[config.mk]
export PLATFORM = sky130hd
export DESIGN_NAME = uart_query_engine
export DESIGN_NICKNAME = d
export VERILOG_FILES = /design/src/rtl/uart_query_engine.sv
export SDC_FILE = /design/constraint.sdc
export NUM_CORES = 1
export LEC_CHECK = 0
export ABC_AREA = 1
export ABC_CLOCK_PERIOD_IN_PS = 3500
export CORE_UTILIZATION = 40
export CTS_CLUSTER_DIAMETER = 150
export CTS_CLUSTER_SIZE = 20
export DETAILED_ROUTE_END_ITERATION = 6
export DONT_BUFFER_PORTS = 1
export PLACE_DENSITY = 0.64
export SLEW_MARGIN = 20
export SYNTH_ARGS = -nofsm -noshare
export SYNTH_HDL_FRONTEND = slang
export SYNTH_SLANG_ARGS = --single-unit
[constraint.sdc]
create_clock -name clk -period 3.5 [get_ports clk]
set_clock_uncertainty 0.1 [all_clocks]
set_input_delay 0.175 -clock clk [delete_from_list [all_inputs] [get_ports clk]]
set_output_delay 0.175 -clock clk [all_outputs]
set_load 0.05 [all_outputs]
[src/rtl/uart_query_engine.sv]
// ---------------------------------------------------------------------------
// uart_query_engine
//
// Request/response sequencer for the rxtx_uart byte interface. A request
// string is loaded into a small buffer at runtime. Each start pulse sends the
// whole buffer byte by byte to the UART transmitter, then scans the reply for
// a TRUE_CHAR / FALSE_CHAR verdict byte. A TERM_CHAR with no verdict, or a
// reply gap of TIMEOUT_CYC cycles, resends the request up to MAX_RETRY times
// before the query gives up with timed_out. Verdict flags are held until the
// next accepted start.
//
// Ports
//   clk, reset                   system clock, asynchronous active-low reset
//   req_clear                    empty the request buffer (ignored while busy)
//   req_wr_en, req_wr_data       append one byte (dropped while busy or full)
//   req_len, req_full            buffer fill level and full flag
//   start                        one-cycle pulse, runs one query when idle
//   tx_empty, ld_tx_data,
//   tx_data                      UART transmitter handshake
//   rx_empty, rx_data,
//   uld_rx_data                  UART receiver handshake
//   busy, complete               engine status, end-of-query pulse
//   result_true, result_false,
//   timed_out                    latched verdict of the last query
//   last_byte                    most recent byte taken from the receiver
// ---------------------------------------------------------------------------
module uart_query_engine #(
    parameter int unsigned REQ_DEPTH   = 64,
    parameter int unsigned TIMEOUT_CYC = 50_000_000,
    parameter int unsigned MAX_RETRY   = 2,
    parameter logic [7:0]  TRUE_CHAR   = 8'h74,
    parameter logic [7:0]  FALSE_CHAR  = 8'h66,
    parameter logic [7:0]  TERM_CHAR   = 8'h0A
) (
    input  logic                        clk,
    input  logic                        reset,
    input  logic                        req_clear,
    input  logic                        req_wr_en,
    input  logic [7:0]                  req_wr_data,
    output logic [$clog2(REQ_DEPTH):0]  req_len,
    output logic                        req_full,
    input  logic                        start,
    input  logic                        tx_empty,
    output logic                        ld_tx_data,
    output logic [7:0]                  tx_data,
    input  logic                        rx_empty,
    input  logic [7:0]                  rx_data,
    output logic                        uld_rx_data,
    output logic                        busy,
    output logic                        complete,
    output logic                        result_true,
    output logic                        result_false,
    output logic                        timed_out,
    output logic [7:0]                  last_byte
);

    localparam int IDX_W = $clog2(REQ_DEPTH);
    localparam int LEN_W = IDX_W + 1;
    localparam int TMR_W = (TIMEOUT_CYC > 1) ? $clog2(TIMEOUT_CYC) : 1;
    localparam int RTY_W = (MAX_RETRY > 0) ? $clog2(MAX_RETRY + 1) : 1;

    localparam logic [LEN_W-1:0] LEN_FULL = LEN_W'(REQ_DEPTH);
    localparam logic [TMR_W-1:0] TMR_LAST = TMR_W'(TIMEOUT_CYC - 1);
    localparam logic [RTY_W-1:0] RTY_MAX  = RTY_W'(MAX_RETRY);

    // TX_BUSY is split in two so the "tx_empty low, then high" handshake
    // needs no extra flag.
    typedef enum logic [2:0] {
        ST_IDLE,
        ST_SEND,
        ST_TX_LOW,
        ST_TX_HIGH,
        ST_RECV,
        ST_DONE
    } state_e;

    state_e           state_q, state_d;
    logic [7:0]       buf_mem [REQ_DEPTH];
    logic [LEN_W-1:0] req_len_q, req_len_d;
    logic [IDX_W-1:0] index_q, index_d;
    logic [RTY_W-1:0] retry_q, retry_d;
    logic [TMR_W-1:0] timer_q, timer_d;
    logic             rx_blank_q, rx_blank_d;
    logic             result_true_q, result_true_d;
    logic             result_false_q, result_false_d;
    logic             timed_out_q, timed_out_d;
    logic [7:0]       last_byte_q, last_byte_d;

    // ------------------------------------------------------------------
    // Shared decode
    // ------------------------------------------------------------------
    logic idle, buf_wr, start_go, rx_take;
    logic hit_true, hit_false, hit_term, tmr_expire, retry_evt, retry_ok, tx_last;

    assign idle       = (state_q == ST_IDLE);
    assign buf_wr     = req_wr_en && idle && !req_clear && (req_len_q != LEN_FULL);
    assign start_go   = start && idle;
    // The cycle after an unload is blanked so rx_empty can settle.
    assign rx_take    = (state_q == ST_RECV) && !rx_blank_q && !rx_empty;
    assign hit_true   = rx_take && (rx_data == TRUE_CHAR);
    assign hit_false  = rx_take && (rx_data == FALSE_CHAR);
    assign hit_term   = rx_take && (rx_data == TERM_CHAR);
    // A byte in the expiry cycle takes priority over the timeout.
    assign tmr_expire = (state_q == ST_RECV) && !rx_take && (timer_q == TMR_LAST);
    assign retry_evt  = hit_term || tmr_expire;
    assign retry_ok   = (retry_q < RTY_MAX);
    assign tx_last    = (LEN_W'(index_q) == req_len_q - LEN_W'(1));

    // ------------------------------------------------------------------
    // Request buffer storage
    // ------------------------------------------------------------------
    // NOTE: the storage array has no reset; clearing req_len_q is what
    // empties the buffer, and leaving the array unreset keeps it in plain RAM.
    always_ff @(posedge clk) begin
        if (buf_wr) begin
            buf_mem[req_len_q[IDX_W-1:0]] <= req_wr_data;
        end
    end

    // ------------------------------------------------------------------
    // FSM: state register
    // ------------------------------------------------------------------
    // NOTE: sequential state is updated with non-blocking assignments so every
    // flop samples the pre-edge values regardless of process ordering.
    always_ff @(posedge clk or negedge reset) begin
        if (!reset) begin
            state_q <= ST_IDLE;
        end else begin
            state_q <= state_d;
        end
    end

    // ------------------------------------------------------------------
    // FSM: next state
    // ------------------------------------------------------------------
    always_comb begin
        // NOTE: a default for every combinational output on entry means no
        // path can leave one unassigned, so no latch is inferred.
        state_d = state_q;
        case (state_q)
            ST_IDLE:    if (start_go) state_d = (req_len_q == '0) ? ST_DONE : ST_SEND;
            ST_SEND:    if (tx_empty) state_d = ST_TX_LOW;
            ST_TX_LOW:  if (!tx_empty) state_d = ST_TX_HIGH;
            ST_TX_HIGH: if (tx_empty) state_d = tx_last ? ST_RECV : ST_SEND;
            ST_RECV: begin
                if (hit_true || hit_false) begin
                    state_d = ST_DONE;
                end else if (retry_evt) begin
                    state_d = retry_ok ? ST_SEND : ST_DONE;
                end
            end
            ST_DONE:    state_d = ST_IDLE;
            default:    state_d = ST_IDLE;
        endcase
    end

    // ------------------------------------------------------------------
    // FSM: outputs
    // ------------------------------------------------------------------
    always_comb begin
        ld_tx_data  = 1'b0;
        tx_data     = 8'h00;
        uld_rx_data = 1'b0;
        complete    = 1'b0;
        busy        = 1'b1;
        case (state_q)
            ST_IDLE: busy = 1'b0;
            ST_SEND: begin
                if (tx_empty) begin
                    ld_tx_data = 1'b1;
                    tx_data    = buf_mem[index_q];
                end
            end
            ST_RECV: uld_rx_data = rx_take;
            ST_DONE: complete = 1'b1;
            default: ;
        endcase
    end

    // ------------------------------------------------------------------
    // Datapath: buffer length, index, retry, timer, verdicts
    // ------------------------------------------------------------------
    always_comb begin
        req_len_d      = req_len_q;
        index_d        = index_q;
        retry_d        = retry_q;
        timer_d        = timer_q;
        rx_blank_d     = 1'b0;
        result_true_d  = result_true_q;
        result_false_d = result_false_q;
        timed_out_d    = timed_out_q;
        last_byte_d    = last_byte_q;

        if (req_clear && idle) begin
            req_len_d = '0;
        end else if (buf_wr) begin
            req_len_d = req_len_q + LEN_W'(1);
        end

        case (state_q)
            ST_IDLE: begin
                if (start_go) begin
                    result_true_d  = 1'b0;
                    result_false_d = 1'b0;
                    timed_out_d    = 1'b0;
                    index_d        = '0;
                    retry_d        = '0;
                end
            end
            ST_TX_HIGH: begin
                if (tx_empty) begin
                    index_d = index_q + IDX_W'(1);
                    timer_d = '0;
                end
            end
            ST_RECV: begin
                if (rx_take) begin
                    last_byte_d = rx_data;
                    timer_d     = '0;
                    rx_blank_d  = 1'b1;
                end else if (!tmr_expire) begin
                    timer_d = timer_q + TMR_W'(1);
                end
                if (hit_true)  result_true_d  = 1'b1;
                if (hit_false) result_false_d = 1'b1;
                if (retry_evt) begin
                    if (retry_ok) begin
                        retry_d = retry_q + RTY_W'(1);
                        index_d = '0;
                    end else begin
                        timed_out_d = 1'b1;
                    end
                end
            end
            default: ;
        endcase
    end

    always_ff @(posedge clk or negedge reset) begin
        if (!reset) begin
            req_len_q      <= '0;
            index_q        <= '0;
            retry_q        <= '0;
            timer_q        <= '0;
            rx_blank_q     <= 1'b0;
            result_true_q  <= 1'b0;
            result_false_q <= 1'b0;
            timed_out_q    <= 1'b0;
            last_byte_q    <= 8'h00;
        end else begin
            req_len_q      <= req_len_d;
            index_q        <= index_d;
            retry_q        <= retry_d;
            timer_q        <= timer_d;
            rx_blank_q     <= rx_blank_d;
            result_true_q  <= result_true_d;
            result_false_q <= result_false_d;
            timed_out_q    <= timed_out_d;
            last_byte_q    <= last_byte_d;
        end
    end

    assign req_len      = req_len_q;
    assign req_full     = (req_len_q == LEN_FULL);
    assign result_true  = result_true_q;
    assign result_false = result_false_q;
    assign timed_out    = timed_out_q;
    assign last_byte    = last_byte_q;

endmodule

==> impl_metrics.csv <==
group,metric,value,unit
layout,fill_cells,5540,
drt,drtIter0Drc,1794,
yosys,ys_seq_area_share,67.9,%
layout,regArea,16800,µm²
power_and_ir_drop,p_leak,9.98,nW
floorplanning,die_h,250,µm
layout,drive_above_1_share,9.20,%
worst_hold_path,hold_class,"in2async",
layout,n_antenna_cell,0,
worst_setup_path,r2r_start,"state_q[1]",
clock_tree,clock_latency,0.58,ns
drt,vias,17500,
yosys,syn-cell-area,24700,µm²
timing,setup_ws,0.0854,ns
placement,gp_congestion,0.867,
worst_setup_path,cp_max_fo,41,
layout,nets,2418,
layout,instances_no_fill,3183,
yosys,ys_top_cells_by_area,"edfxtp_1, nor2_1, nand2_1, dfrtp_1, nand3_1",
placement,dpl.hpwl,40900,µm
layout,postLayoutCellArea,27600,µm²
floorplanning,core,60700,µm²
yosys,synth_top_area_share,62.2,%
yosys,synth_edf_count,512,
placement,dpl_cell_area,25900,µm²
timing,whs,0.0401,ns
worst_setup_path,reg2reg_depth,8,
worst_setup_path,r2r_setup_slack,0.52,ns
job,maxCapViolCount,0,
yosys,synth.largest_area_cell,"edfxtp_1",
timing,tns,0,ns
timing,timing.max_slew.rel_slack,39.4,%
yosys,ys_ff_latch,568,
timing,timing.final.crit_share,97.6,%
global_routing,grt_pass1_wl,102000,µm
worst_setup_path,r2r_end,"result_false",
yosys,synth-warning-count,0,
yosys,synthFlopType,"edfxtp_1",
clock_tree,cts_buffers,34,
yosys,synthCells,2337,
timing,slew_viol_final,0,
global_routing,grt_pass1_vias,17200,
drt,routed_wl,67400,µm
drt,drc,0,
yosys,synthTopCellsByCount,"edfxtp_1, nor2_1, nand2_1, nand3_1, o21ai_0",
worst_setup_path,path_class,"reg2out",
timing,period_needed,3.41,ns
placement,place_inst,3092,
global_routing,grt_util_all_layers,21.3,%
timing,max_freq,293,MHz
floorplanning,start_util,40.7,%
worst_setup_path,required,3.22,ns
clock_tree,cts.clk_slew.worst_paths,0.09,ns
layout,syn_to_final_growth,11.7,%
drt,via_per_inst,5.51,
yosys,synth_area_per_cell,10.6,µm²
yosys,yosysUniqueCellTypes,45,
global_routing,antenna_found_initial,1,
yosys,async_flop_share,9.86,%
drt,wl_per_cell,21.2,µm
clock_tree,cts-root-buf,"clkbuf_16",
global_routing,grt_max_degree,124,
placement,portBuffers,0,
power_and_ir_drop,p_per_area,547,nW/µm²
timing,setup_viol,0,
clock_tree,htreeDepth,2,
drt,antenna_left,0,
floorplanning,die_w,250,µm
clock_tree,clock_sinks,568,
clock_tree,clockBufferDepth,3,
floorplanning,io_pins,54,
worst_setup_path,cp-end-kind,"output pin",
yosys,synth_most_common_cell,"edfxtp_1",
power_and_ir_drop,vdd_drop_max,0.444,mV
global_routing,grt_overflow,0,
worst_setup_path,worst_setup_path_start_kind,"register",
timing,tightest_slew,0.904,ns
placement,dpl_worst_slack,0.380,ns
floorplanning,dieArea,62700,µm²
clock_tree,cts_tree,"yes",
outcome,status,"finished, final reports clean",
layout,multi_input_area,7030,µm²
floorplanning,row_count,90,
timing,hold_viol,0,
worst_setup_path,cp.arrival,3.14,ns
yosys,syn-num-nets,2365,
drt,drt-pass1-iter-count,7,
critical path, stage by stage (launching register included):
cell,delay [ns]
dfrtp_4,0.60
clkinv_16,0.15
buf_16,0.21
buf_4,0.22
nand2_1,0.06
nand2_1,0.05
nand2_1,0.05
nand3_1,0.10
nand3_1,0.21
nand2_1,0.20
nand3_1,0.15
a21oi_4,0.27
buf_4,0.24
through the flow:
stage | power [mW] | utilization (%)
finish | 15.1 | 45.4
global route | 15.7 | 45.4
CTS | 15.0 | 45.2
detailed placement | 10.8 | 42.7
global placement | 10.8 | 42.7
floorplan | 9.90 | -
state kept, by name (all words and copies together), names as in the netlist:
signal / flops
retry_q: 2
req_len: 7
timed_out: 1
state_q: 3
rx_blank_q: 1
result_false: 1
last_byte: 8
result_true: 1
index_q: 6
buf_mem: 512
timer_q: 26
worst max path at each step:
stage                from             end  slack (ns)
6_report       index_q[0]      tx_data[1]        0.09
4_1_cts        index_q[0]      tx_data[6]       -0.04
5_1_grt        index_q[1]      tx_data[0]       -0.02
3_3_place_gp   index_q[1]      tx_data[1]        0.40
2_1_floorplan  req_len[0]  buf_mem[31][0]        0.48
3_5_place_dp   index_q[1]      tx_data[1]        0.38
area by class of cell:
cell class	count	area share [%]
clock buffer	44	3.30
clock inverter	3	0.177
sequential	568	60.9
inverter	103	1.52
multi-input combinational	1552	25.5
timing repair buffer	131	5.13
tap	782	3.55
cells by family after synthesis:
logic type      synth area share (%)
compound gates                  5.97
xor+xnor                       0.603
fa+ha+maj                      0.253
buf+inv                         3.82
flops                           67.9
simple gates                    21.4
metal layers:
metal	global-route usage, %	wire (µm)	part of all wire (%)
met1	28.5	27800	41
met2	34.5	31200	46
met3	4.87	6640	9.8
met4	6.59	1770	2.6
met5	0	10	0.015
power breakdown:
part	switching (mW)	internal [mW]
Sequential	0.295	7.50
Clock	2.21	1.85
Combinational	2.33	0.911
cells in the final DEF, fill, tap and decap left out, drive strengths merged, types with 5 or more instances in the layout:
cell,count
nand3,224
nor2,485
clkinv,8
dlygate4sd3,29
o211ai,8
a21oi,56
ha,5
clkbuf,46
edfxtp,512
nand4,19
or2,16
buf,100
nand2,488
nor3,17
o21ai,207
inv,98
xor2,14
dfrtp,56
what timing repair did:
item | in CTS | in global routing
buffers inserted | 1 | 4
gates resized for setup | 3 | 16
gates cloned | 0 | 1
hold buffers | 38 | 0
hold endpoints to repair | 588 | 0
endpoints found under the setup margin | 5 | 7
No activity file was read; power rests on OpenSTA's default activity.
